`src/rtl/gf_pkg.sv`:
```
// Shared code parameters for the RS decoder datapath.
package gf_pkg;
  localparam int N_LEN           = 255;
  localparam int T_LEN           = 8;
  localparam int ROOTS_PER_CYCLE = 4;
endpackage

```
`src/rtl/rs_err_pos_collect_if.sv`:
```
// Handshake and result bundle between the Chien search, the position collector and Forney.
interface rs_err_pos_collect_if #(
  parameter int T_LEN     = gf_pkg::T_LEN,
  parameter int ROOTS     = gf_pkg::ROOTS_PER_CYCLE,
  parameter int POS_WIDTH = $clog2(gf_pkg::N_LEN),
  parameter int CNT_WIDTH = $clog2(gf_pkg::T_LEN + 1)
);
  logic                            start;
  logic [CNT_WIDTH-1:0]            err_loc_degree;
  logic                            bit_pos_vld;
  logic [ROOTS-1:0]                error_bit_pos;
  logic                            busy;
  logic                            done;
  logic [T_LEN-1:0][POS_WIDTH-1:0] err_pos;
  logic [T_LEN-1:0]                err_pos_vld;
  logic [CNT_WIDTH-1:0]            err_num;
  logic                            fail;

  modport master (
    output start, err_loc_degree, bit_pos_vld, error_bit_pos,
    input  busy, done, err_pos, err_pos_vld, err_num, fail
  );

  modport slave (
    input  start, err_loc_degree, bit_pos_vld, error_bit_pos,
    output busy, done, err_pos, err_pos_vld, err_num, fail
  );
endinterface

```
`src/rtl/rs_err_pos_collect.sv`:
```
// Compacts Chien-search root hits into an ascending error-position list and
// flags a decode failure when the hit count disagrees with the locator degree.
module rs_err_pos_collect
  import gf_pkg::*;
#(
  parameter int POS_WIDTH = $clog2(N_LEN),
  parameter int CNT_WIDTH = $clog2(T_LEN + 1),
  parameter int BEATS     = (N_LEN + ROOTS_PER_CYCLE - 1) / ROOTS_PER_CYCLE
) (
  input logic                clk,
  input logic                rst,
  rs_err_pos_collect_if.slave bus
);

  localparam int BEAT_W = (BEATS > 1) ? $clog2(BEATS) : 1;
  localparam int IDX_W  = (T_LEN > 1) ? $clog2(T_LEN) : 1;

  typedef enum logic [1:0] {IDLE, SWEEP, DONE} state_e;

  state_e                          state_q, state_d;
  logic [BEAT_W-1:0]               beat_q, beat_d;
  logic [CNT_WIDTH-1:0]            deg_q, deg_d;
  logic [CNT_WIDTH-1:0]            num_q, num_d;
  logic                            ovf_q, ovf_d;
  logic                            fail_q, fail_d;
  logic [T_LEN-1:0][POS_WIDTH-1:0] pos_q, pos_d;
  logic [T_LEN-1:0]                vld_q, vld_d;
  int                              candPos;

  always_comb begin
    state_d = state_q;
    beat_d  = beat_q;
    deg_d   = deg_q;
    num_d   = num_q;
    ovf_d   = ovf_q;
    fail_d  = fail_q;
    pos_d   = pos_q;
    vld_d   = vld_q;
    candPos = 0;
    case (state_q)
      IDLE: begin
        if (bus.start) begin
          state_d = SWEEP;
          beat_d  = '0;
          deg_d   = bus.err_loc_degree;
          num_d   = '0;
          ovf_d   = 1'b0;
          fail_d  = 1'b0;
          pos_d   = '0;
          vld_d   = '0;
        end
      end
      SWEEP: begin
        if (bus.bit_pos_vld) begin
          // Running count doubles as the prefix popcount, so hits land in ascending order.
          for (int i = 0; i < ROOTS_PER_CYCLE; i++) begin
            candPos = int'(beat_q) * ROOTS_PER_CYCLE + i;
            if (bus.error_bit_pos[i] && candPos < N_LEN) begin
              if (num_d < CNT_WIDTH'(T_LEN)) begin
                pos_d[num_d[IDX_W-1:0]] = POS_WIDTH'(candPos);
                vld_d[num_d[IDX_W-1:0]] = 1'b1;
                num_d                   = num_d + 1'b1;
              end else begin
                ovf_d = 1'b1;
              end
            end
          end
          beat_d = beat_q + 1'b1;
          if (beat_q == BEAT_W'(BEATS - 1)) begin
            state_d = DONE;
            fail_d  = ovf_d | (num_d != deg_q);
          end
        end
      end
      DONE:    state_d = IDLE;
      default: state_d = IDLE;
    endcase
  end

  always_ff @(posedge clk or posedge rst) begin
    if (rst) begin
      state_q <= IDLE;
      beat_q  <= '0;
      deg_q   <= '0;
      num_q   <= '0;
      ovf_q   <= 1'b0;
      fail_q  <= 1'b0;
      pos_q   <= '0;
      vld_q   <= '0;
    end else begin
      state_q <= state_d;
      beat_q  <= beat_d;
      deg_q   <= deg_d;
      num_q   <= num_d;
      ovf_q   <= ovf_d;
      fail_q  <= fail_d;
      pos_q   <= pos_d;
      vld_q   <= vld_d;
    end
  end

  assign bus.busy        = (state_q == SWEEP);
  assign bus.done        = (state_q == DONE);
  assign bus.err_pos     = pos_q;
  assign bus.err_pos_vld = vld_q;
  assign bus.err_num     = num_q;
  assign bus.fail        = fail_q;

endmodule

```
`src/flat_wrapper.sv`:
```
// flat-port wrapper written by rule: the top's interface ports become plain ports
module rs_err_pos_collect_flat import gf_pkg::*;
#(
  parameter int POS_WIDTH = $clog2(N_LEN),
  parameter int CNT_WIDTH = $clog2(T_LEN + 1),
  parameter int BEATS     = (N_LEN + ROOTS_PER_CYCLE - 1) / ROOTS_PER_CYCLE
)
  (clk, rst, bus_start, bus_err_loc_degree, bus_bit_pos_vld, bus_error_bit_pos, bus_busy, bus_done, bus_err_pos, bus_err_pos_vld, bus_err_num, bus_fail);
  rs_err_pos_collect_if #(.POS_WIDTH(POS_WIDTH), .CNT_WIDTH(CNT_WIDTH)) bus_i ();
  input logic clk;
  input logic rst;
  input wire logic [$bits(bus_i.start)-1:0] bus_start;
  input wire logic [$bits(bus_i.err_loc_degree)-1:0] bus_err_loc_degree;
  input wire logic [$bits(bus_i.bit_pos_vld)-1:0] bus_bit_pos_vld;
  input wire logic [$bits(bus_i.error_bit_pos)-1:0] bus_error_bit_pos;
  output wire logic [$bits(bus_i.busy)-1:0] bus_busy;
  output wire logic [$bits(bus_i.done)-1:0] bus_done;
  output wire logic [$bits(bus_i.err_pos)-1:0] bus_err_pos;
  output wire logic [$bits(bus_i.err_pos_vld)-1:0] bus_err_pos_vld;
  output wire logic [$bits(bus_i.err_num)-1:0] bus_err_num;
  output wire logic [$bits(bus_i.fail)-1:0] bus_fail;
  assign bus_i.start = bus_start;
  assign bus_i.err_loc_degree = bus_err_loc_degree;
  assign bus_i.bit_pos_vld = bus_bit_pos_vld;
  assign bus_i.error_bit_pos = bus_error_bit_pos;
  assign bus_busy = bus_i.busy;
  assign bus_done = bus_i.done;
  assign bus_err_pos = bus_i.err_pos;
  assign bus_err_pos_vld = bus_i.err_pos_vld;
  assign bus_err_num = bus_i.err_num;
  assign bus_fail = bus_i.fail;
  rs_err_pos_collect #(.POS_WIDTH(POS_WIDTH), .CNT_WIDTH(CNT_WIDTH), .BEATS(BEATS)) u_core (.clk(clk), .rst(rst), .bus(bus_i));
endmodule
```
`config.mk`:
```
export PLATFORM = sky130hd
export DESIGN_NAME = rs_err_pos_collect_flat
export DESIGN_NICKNAME = d
export VERILOG_FILES = /design/src/rtl/gf_pkg.sv /design/src/rtl/rs_err_pos_collect_if.sv /design/src/rtl/rs_err_pos_collect.sv /design/src/flat_wrapper.sv
export SDC_FILE = /design/constraint.sdc
export NUM_CORES = 1
export LEC_CHECK = 0
export ABC_CLOCK_PERIOD_IN_PS = 3400
export BUFFER_PORTS_ARGS = -buffer_cell sky130_fd_sc_hd__buf_2
export CAP_MARGIN = 20
export CORE_ASPECT_RATIO = 1.75
export CORE_UTILIZATION = 35
export CTS_CLUSTER_SIZE = 40
export DETAILED_ROUTE_END_ITERATION = 16
export SLEW_MARGIN = 20
export SYNTH_ARGS = -nofsm -noshare
export SYNTH_HDL_FRONTEND = slang
export SYNTH_SLANG_ARGS = --single-unit
```
`constraint.sdc`:
```
create_clock -name clk -period 3.4 [get_ports clk]
set_input_delay 0.68 -clock clk [delete_from_list [all_inputs] [get_ports clk]]
set_output_delay 0.68 -clock clk [all_outputs]
set_load 0.1 [all_outputs]
```
==> impl_results.md <==
* Outcome: completed
* Type of the most critical hold path: input port to async pin
* Post-synth top area share at 46.97%
* Nets at around 630
* Antenna-violating nets left at 0
* Overall Global Routing Usage at 22.11%
* CTS H-tree depth at 3
* Site Rows at 56
* Input/output buffers at 90
* Biggest area consumer among synthesized cells: dfrtp_1
* Fraction of synthesis flops using an asynchronous set or reset pin at 100.0%
* Avg WL per Cell at 19.50 um
* CTS tree: done
* Io pins at 91
* Core area at 13380 sq um
* Clock Path Buffers at 2
* Top area cells in the synthesized netlist: dfrtp_1 47%, a22o_1 9.0%, nand2_1 4.6%, o21ai_0 3.7%, a21oi_1 2.8%
* DRT iter0 DRCs at about 250
* Synthesized instance count at 490
* Vias in the first global route at 4416
* Postcts setup bufs at 0
* Fin. Hold Viols at 0
* Residual DRC count at 0
* Worst Path Required at about 3.6 ns
* Max-slew violation count at 0
* Die Wd at 90.48 um
* Area growth syn-to-layout at 27.53%
* Commonest cells post-synth: 90 x dfrtp_1, 59 x nand2_1, 49 x a22o_1, 35 x o21ai_0, 30 x nor2_1
* Clk_skew at 0.006410 ns
* Clock tree root buffer cell: clkbuf_16
* Startpoint types: flop
* CP max stage cell: dfrtp_2
* Vias/cell at 5.603
* Cell mode on critical path: a31o_2
* Clk Latency, worst-skew pair at 0.34 ns
* Minimum clock period at 3.228 ns
* Synth Flop Type: dfrtp_1
* Max_cap viols at 0
* Post-DP Area at between 5000 and 6000 sq um
* Sum of buffers and inverters on the critical path at 2
* Final setup violation count at 0
* Sink Count at 90
* RR Startpoint: u_core.bus.err_num[1]$_DFFE_PP0P_
* R2R Path End: u_core.bus.err_pos[7]$_DFFE_PP0P_
* # diodes at 0
* R2R cell count at 12
* CP Cell Sequence: buf_4, nand2_2, a31o_2, a21oi_1, inv_1, ha_1, a311oi_1, a22oi_1, nor3_1, nor2b_1, a31o_2, a22o_1
* Fin crit share at a little over nine tenths
* Initial antenna violation count at 0
* Syn_nets at 508
* Share of cells above drive strength 1 at 30.73%
* R2r setup slk at 0.17 ns
* Synthesized area at 4795 sq um
* Slew HR at 55.56%
* # fillers at 1323
* Sequential share of the synthesized area at 46.97%
* Synth Area per Inst at 9.785 sq um
* Detailed Place HPWL at 11680 um
* Top Family by Delay on Critical Path: compound AO/OA/AOI/OAI gates
* Routed wire length at roughly 15000 um
* Total number of yosys warnings at 0
* GP Congestion at 0.9275
* CTS Buf Count at 9
* First-pass GRT wire length at 24230 um
* Initial Util at between 30% and 40%
* RSZ-0062 raised after global routing: no
* Global route overflow at 0
* Number of synthesized flops with an enable pin at 0
* Via count at 4421
* Final Cell Area at roughly 6100 sq um
* Crit-path max FO at 13
* Arrival time of the worst setup path at 3.45 ns
* Synth Register Bits at 90
* Clock transition at the registers of the reported paths at 0.07 ns
* CP endpoint kind: flop
* Detailed Routing Iterations Pass 1 at 5
* Count leader, synth: dfrtp_1
* Max Clock Freq at 0.3098 GHz
* Worst slew pin tran at 0.6642 ns
* Synth unique cells at 65
* Peak per-stage delay on the critical path at 0.39 ns
* Die extent in y at about 160 um
* Die area at 14190 sq um
* Largest net degree at the start of global routing at 62
* WS Path Type: flop to flop
per-stage QoR:
step	TNS [ns]	util, %	hold WS (ns)	std cells	setup slack (ns)
global placement	0	43.23	0.4549	773	0.01795
detailed placement	-0.004246	43.23	0.4591	773	-0.004246
finish	0	45.69	0.3596	789	0.1725
global route	0	45.69	0.4021	789	0.003292
floorplan	-0.3292	-	0.4501	490	-0.04316
CTS	0	45.65	0.3676	789	0.1766
flip-flops by register name, indices dropped and copies added (netlist names):
signal	cells
u_core.deg_q	4
u_core.ovf_q	1
u_core.bus.fail	1
u_core.bus.err_pos	64
u_core.state_q	2
u_core.beat_q	6
u_core.bus.err_pos_vld	8
u_core.bus.err_num	4
kinds of logic after synthesis:
group / Yosys count / share of synthesized area (%)
and+or+nand+nor: 149 / 14.80
buffers and inverters: 43 / 3.575
muxes: 3 / 0.6524
adders and majority gates: 6 / 1.566
AOI/OAI and AO/OA: 180 / 27.90
xor gates and xnor gates: 19 / 4.541
DFF: 90 / 46.97
layout make-up:
type / instances / area [sq um] / area share, %
Sequential cell: 90 / 2257 / 36.91
Clock buffer: 9 / 225.2 / 3.683
Multi-Input combinational cell: 357 / 2442 / 39.94
Tap cell: 174 / 217.7 / 3.560
Inverter: 15 / 57.56 / 0.9413
Clock inverter: 7 / 98.84 / 1.617
Timing Repair Buffer: 137 / 815.8 / 13.34
layer usage:
layer / up-vias / global-route usage (%) / part of all wire [%] / routed length (um)
li1: 2041 / - / - / -
met1: 2199 / 25.82 / 41 / 6238
met2: 136 / 39.72 / 52 / 7965
met3: 45 / 2.721 / 3.3 / 504
met4: 0 / 10.75 / 4.4 / 682
met5: - / 0 / 0 / 0
placed cells by master, fill, tap and decap left out, types with 3 or more instances in the layout:
cell       Yosys  layout
nor4_1         3       3
a31oi_1        4       4
a31o_2         6       6
buf_4          1      46
o22ai_1        5       5
o31a_1         3       3
o21ai_0       35      34
nand3_1        9       9
nand3b_1       3       3
nand2_1       59      59
buf_2          5      90
a21o_1        13      13
dfrtp_1       90      86
and3_1         6       6
nor2_1        30      28
nand2b_1       6       5
clkbuf_16      0       9
nor2b_1        6       6
inv_1         14      12
ha_1           6       4
a21oi_2        2       3
xnor2_1       13      12
o31ai_1        3       3
xor2_1         3       3
and2_1         5       5
nand4_1        4       4
dfrtp_2        0       4
a22oi_1        3       3
a22o_1        49      49
a21oi_1       27      26
nor3_1         7       6
how the worst max path moves through the flow:
stage                                         endpoint                               from  cells after the start
floorplan           u_core.bus.err_pos[42]$_DFFE_PP0P_  u_core.bus.err_num[1]$_DFFE_PP0P_                     13
global placement    u_core.bus.err_pos[11]$_DFFE_PP0P_               bus_error_bit_pos[1]                     13
detailed placement         u_core.bus.fail$_DFFE_PP0P_               bus_error_bit_pos[0]                     14
CTS                        u_core.bus.fail$_DFFE_PP0P_  u_core.bus.err_num[0]$_DFFE_PP0P_                     14
global route               u_core.bus.fail$_DFFE_PP0P_  u_core.bus.err_num[0]$_DFFE_PP0P_                     14
finish               u_core.bus.err_pos[7]$_DFFE_PP0P_  u_core.bus.err_num[1]$_DFFE_PP0P_                     12
what timing repair did:
| action | 4_1_cts | 5_1_grt |
|---|---|---|
| hold buffers | 0 | 0 |
| resized for setup | 0 | 1 |
| setup endpoints to repair | 0 | 6 |
Power is not shown: default switching activity piles up to over one toggle a cycle in this logic, so the estimate is an artifact.
